### src/rtl/saber_swing_tracker.sv
// Saber swing tracker: builds the per-frame swing segment (start/current tip) and registers one hit per swing.
// Optional swing length limit enabled by defining SABER_SWING_TIMEOUT_EN.
module saber_swing_tracker #(
    parameter int SWING_THRESH     = 16,
    parameter int STILL_FRAMES     = 3,
    parameter int COOLDOWN_FRAMES  = 10,
    parameter int MAX_SWING_FRAMES = 60
) (
    input  logic        clk_in,
    input  logic        rst_in,
    input  logic [10:0] tip_x_in,
    input  logic [9:0]  tip_y_in,
    input  logic        tip_valid_in,
    input  logic        is_intersecting_in,
    output logic [10:0] saber_start_x,
    output logic [9:0]  saber_start_y,
    output logic [10:0] saber_current_x,
    output logic [9:0]  saber_current_y,
    output logic        swing_active,
    output logic        swing_done,
    output logic        hit_out,
    output logic        hit_latched
);
    typedef enum logic [1:0] {IDLE, SWING, COOLDOWN} state_t;

    state_t      state;
    logic [10:0] prev_x;
    logic [9:0]  prev_y;
    logic        prev_valid;
    logic [3:0]  still_cnt;
    logic [7:0]  cooldown_cnt;

    logic [11:0] dx, dy, disp;
    logic        motion, still_end, swing_end, start_swing;

    always_comb begin
        dx = (tip_x_in >= prev_x) ? {1'b0, tip_x_in - prev_x} : {1'b0, prev_x - tip_x_in};
        dy = (tip_y_in >= prev_y) ? {2'b00, tip_y_in - prev_y} : {2'b00, prev_y - tip_y_in};
        disp        = dx + dy;
        motion      = disp >= 12'(SWING_THRESH);
        start_swing = (state == IDLE) && tip_valid_in && prev_valid && motion;
        still_end   = !motion && (({1'b0, still_cnt} + 5'd1) == 5'(STILL_FRAMES));
    end

`ifdef SABER_SWING_TIMEOUT_EN
    logic [7:0] swing_frames;
    logic       frames_end;

    assign frames_end = ({1'b0, swing_frames} + 9'd1) == 9'(MAX_SWING_FRAMES);
    assign swing_end  = still_end || frames_end;

    always_ff @(posedge clk_in) begin
        if (rst_in || start_swing)
            swing_frames <= 8'd0;
        else if (state == SWING && tip_valid_in)
            swing_frames <= swing_frames + 8'd1;
    end
`else
    assign swing_end = still_end;
`endif

    always_ff @(posedge clk_in) begin
        if (rst_in) begin
            state           <= IDLE;
            prev_x          <= '0;
            prev_y          <= '0;
            prev_valid      <= 1'b0;
            still_cnt       <= '0;
            cooldown_cnt    <= '0;
            saber_start_x   <= '0;
            saber_start_y   <= '0;
            saber_current_x <= '0;
            saber_current_y <= '0;
            swing_active    <= 1'b0;
            swing_done      <= 1'b0;
            hit_out         <= 1'b0;
            hit_latched     <= 1'b0;
        end else begin
            swing_done <= 1'b0;
            hit_out    <= 1'b0;
            if (tip_valid_in) begin
                prev_x     <= tip_x_in;
                prev_y     <= tip_y_in;
                prev_valid <= 1'b1;
            end
            case (state)
                IDLE: begin
                    if (start_swing) begin
                        saber_start_x   <= prev_x;
                        saber_start_y   <= prev_y;
                        saber_current_x <= tip_x_in;
                        saber_current_y <= tip_y_in;
                        hit_latched     <= 1'b0;
                        still_cnt       <= '0;
                        swing_active    <= 1'b1;
                        state           <= SWING;
                    end
                end
                SWING: begin
                    // The detector looks at the segment currently on the outputs,
                    // so the hit is taken before this cycle's coordinate update lands.
                    if (is_intersecting_in && !hit_latched) begin
                        hit_out     <= 1'b1;
                        hit_latched <= 1'b1;
                    end
                    if (tip_valid_in) begin
                        saber_current_x <= tip_x_in;
                        saber_current_y <= tip_y_in;
                        if (swing_end) begin
                            swing_done   <= 1'b1;
                            swing_active <= 1'b0;
                            still_cnt    <= '0;
                            cooldown_cnt <= 8'(COOLDOWN_FRAMES);
                            state        <= (COOLDOWN_FRAMES == 0) ? IDLE : COOLDOWN;
                        end else if (motion) begin
                            still_cnt <= '0;
                        end else begin
                            still_cnt <= still_cnt + 4'd1;
                        end
                    end
                end
                COOLDOWN: begin
                    if (tip_valid_in) begin
                        cooldown_cnt <= cooldown_cnt - 8'd1;
                        if (cooldown_cnt <= 8'd1)
                            state <= IDLE;
                    end
                end
                default: state <= IDLE;
            endcase
        end
    end
endmodule

### config.mk
export PLATFORM = sky130hd
export DESIGN_NAME = saber_swing_tracker
export DESIGN_NICKNAME = d
export VERILOG_FILES = /design/src/rtl/saber_swing_tracker.sv
export SDC_FILE = /design/constraint.sdc
export NUM_CORES = 1
export LEC_CHECK = 0
export BUFFER_PORTS_ARGS = -buffer_cell sky130_fd_sc_hd__buf_2
export CAP_MARGIN = 30
export CORE_MARGIN = 1
export CORE_UTILIZATION = 50
export DETAILED_ROUTE_END_ITERATION = 7
export PLACE_DENSITY = 0.75
export SYNTH_ARGS = -nofsm -noshare
export SYNTH_HDL_FRONTEND = slang
export SYNTH_SLANG_ARGS = --single-unit
### constraint.sdc
create_clock -name clk_in -period 5.98 [get_ports clk_in]
set_input_delay 0.598 -clock clk_in [delete_from_list [all_inputs] [get_ports clk_in]]
set_output_delay 0.598 -clock clk_in [all_outputs]
set_load 0.01 [all_outputs]
==> results.json <==
{
  "outcome": "finished clean",
  "placement.io_buffers": 70,
  "timing.critical_path.arrival_ns": 5.48,
  "grt_util_all_layers_pct": 21.3,
  "numPlacedInstances": 802,
  "hpwlAfterDp_um": 8350,
  "post_cts_buffers": 0,
  "synth_adder_area_share_pct": 14.5,
  "instances_no_fill": 817,
  "grt_pass1_vias": 4199,
  "overflow": 0,
  "diodes": 0,
  "post_synthesis_net_count": 699,
  "floorplan.initialDensity_pct": 51.8,
  "layout-area-overhead-vs-synth_pct": 12.0,
  "grtUsageMet1_pct": 26.7,
  "die_h_um": 105,
  "final.setup.tns_ns": 0,
  "synth_compound_area_share_pct": 16.0,
  "cts.root.buffer_cell": "clkbuf_8",
  "tritoncts_num_sinks": 82,
  "route.detailed.wl_per_inst_um": 13.5,
  "global_route.peak_usage_layer": "met2",
  "async_reset_ff_share_pct": 0,
  "leading_cell_type_in_the_layout_fill_and_taps_excluded": "nor2_1",
  "route.final.wire_length_um": 11100,
  "tritoncts": "yes",
  "synth_cell_type_count": 58,
  "route.antenna.remaining_nets": 0,
  "period_minus_slack_ns": 5.26,
  "met3_usage_pct": 5.32,
  "core.rowCount": 37,
  "yosysWarningCount": 0,
  "critPathKind": "in -> reg",
  "initialDrtViolationCount": 179,
  "timing_hold_violations_final": 0,
  "clock_insertion_delay_worst_skew_ns": 0.36,
  "cts_buffers": 9,
  "peakVddDrop_uv": 136,
  "detail_route.vias_per_cell": 5.34,
  "nets": 761,
  "synth_edf_count": 0,
  "drt_first_pass_iters": 4,
  "routabilityCongestion": 0.874,
  "drive_above_1_share_pct": 15.3,
  "post_synth.cell_area_avg_um2": 8.70,
  "critical_path.slowest_cell": "or4_1",
  "maxClockFrequency_mhz": 190,
  "timing.final.crit_share_pct": 87.9,
  "die_w_um": 105,
  "power_density_mw_per_mm2": 240,
  "hp-class": "reg -> reg",
  "max_slew.worst_pin.slew_ns": 0.830,
  "synthCells": 615,
  "worst_clock_skew_ns": 0.00993,
  "synthFlopType": "dfxtp_1",
  "post_synthesis_xor_xnor_area_fraction_pct": 3.28,
  "synth-seq-cells": 82,
  "setup.worst_path.end_class": "flip-flop",
  "yosysSeqAreaShare_pct": 30.7,
  "drt_drc_violations_left": 0,
  "critPathLaunchType": "input pin",
  "muxShareOfSynthArea_pct": 14.9,
  "drv_slew": 0,
  "htreeDepth": 3,
  "commonest_non_fill_non_tap_cells_in_the_layout": "nor2_1 (87), dfxtp_1 (82), mux2i_1 (73)",
  "cts.hold.buffers_added": 0,
  "die_area_mm2": 0.0111,
  "clk_path_buf_depth": 2,
  "core_region_mm2": 0.0103,
  "largest_net_degree_at_the_start_of_global_routing": 77,
  "yosys.area_share.simple_pct": 14.1,
  "setup-violations-final": 0,
  "fin_total_pwr_mw": 1.44,
  "power.leakage_nw": 2.84,
  "relSlewSlack_pct": 44.7,
  "clk_transition_reported_paths_ns": 0.08,
  "cp_common_cell": "a21oi_1",
  "antenna_violations_before_repair": 0,
  "rsz_0062_raised_after_global_routing": "no",
  "max_stage_delay_ns": 0.53,
  "ctsResizeCount": 0,
  "grt_pass1_wl_um": 19100,
  "worstPathMaxFanout": 11,
  "grtUsageMet2_pct": 35.2,
  "num_io_pins": 71,
  "crit_chain": "buf_2, inv_1, ha_1, inv_1, fa_1, a21o_1, o21ai_1, a21oi_1, o311a_1, a211oi_2, buf_4, mux2i_1, xnor2_1, ha_1, a21o_1, or4_1, a21oi_1, o2111ai_1, a31oi_4, nand4_1, a21oi_1, nor2_1",
  "synth_top_family_by_area": "compound AO/OA/AOI/OAI gates",
  "cp_data_required_time_ns": 6.21,
  "timing.max_cap.violations": 0,
  "synth.cell_area_mm2": 0.00535,
  "vias": 4365
}
[worst paths after layout]
kind	depth (start not counted)	slack, ns	end	from
max	22	0.72	swing_active$_SDFFE_PP0P_	tip_y_in[0]
min	1	0.45	hit_out$_SDFF_PP0_	hit_latched$_SDFFE_PP0P_
max reg2reg	20	0.73	swing_active$_SDFFE_PP0P_	prev_y[0]$_SDFFE_PP0P_
min reg2reg	1	0.45	hit_out$_SDFF_PP0_	hit_latched$_SDFFE_PP0P_
[worst max-delay path: cells and delay by family]
family | cells | cell delay [ns]
buf+inv | 4 | 0.47
fa+ha+maj | 3 | 0.78
mux | 1 | 0.23
xor+xnor | 1 | 0.14
simple gates | 3 | 1.03
compound gates | 10 | 2.21
[power by group]
part / switching, mW / total, mW / internal (mW) / leakage, nW
registers: 0.0154 / 0.583 / 0.568 / 0.668
logic: 0.261 / 0.466 / 0.204 / 2.08
clock network: 0.191 / 0.392 / 0.201 / 0.0962
total: 0.467 / 1.44 / 0.973 / 2.84
[through the flow]
stage	util [%]	setup WS, ns	instance area (µm²)	hold WS [ns]
detailed placement	56.2	0.382	5810	0.444
CTS	58.0	0.761	5990	0.453
floorplan	-	1.10	5350	0.435
global placement	56.2	0.549	5810	0.434
finish	58.0	0.724	5990	0.446
global route	58.0	0.366	5990	0.488
[synth_stat cells (6+ instances only)]
master,instances,share of area (%)
ha_1,54,13
nor2_1,87,6.1
nor3_1,8,0.75
dfxtp_1,82,31
mux2i_1,73,14
mux2_2,6,1.3
a21o_1,19,2.7
inv_1,61,4.3
a21oi_1,34,3.2
xor2_1,7,1.1
and3_1,7,0.82
a211oi_1,7,0.98
a31oi_1,6,0.70
o21ai_0,21,2.0
clkbuf_1,13,0.91
o21bai_1,6,0.84
nand2_1,19,1.3
nand3_1,10,0.94
xnor2_1,13,2.1
[routing by layer]
layer | wire length, µm | share of wire (%)
met2 | 5060 | 46
met4 | 197 | 1.8
met3 | 474 | 4.3
met5 | 0 | 0
met1 | 5330 | 48
[state kept, by name, summed over array words and instances, names as in the netlist]
| signal | count |
|---|---|
| swing_done | 1 |
| prev_x | 11 |
| hit_latched | 1 |
| prev_valid | 1 |
| cooldown_cnt | 8 |
| swing_active | 1 |
| still_cnt | 4 |
| hit_out | 1 |
| saber_start_x | 11 |
| saber_current_y | 10 |
| saber_current_x | 11 |
| prev_y | 10 |
| state | 2 |
| saber_start_y | 10 |
[cell type report]
type | count | area, µm²
tap | 136 | 170
inverter | 61 | 229
fill | 939 | 4330
clock buffer | 12 | 145
timing repair buffer | 76 | 408
clock inverter | 3 | 40.0
multi-input combinational | 447 | 3360
sequential | 82 | 1640
[cells by family (layout without fill, tap and decap cells)]
logic type / count (synthesis) / after routing
DFF: 82 / 82
buffers and inverters: 86 / 152
adders and majority gates: 59 / 59
and+or+nand+nor: 163 / 163
muxes: 79 / 79
xor gates and xnor gates: 20 / 20
AOI/OAI and AO/OA: 126 / 126
(Power assumes the default switching activity.)
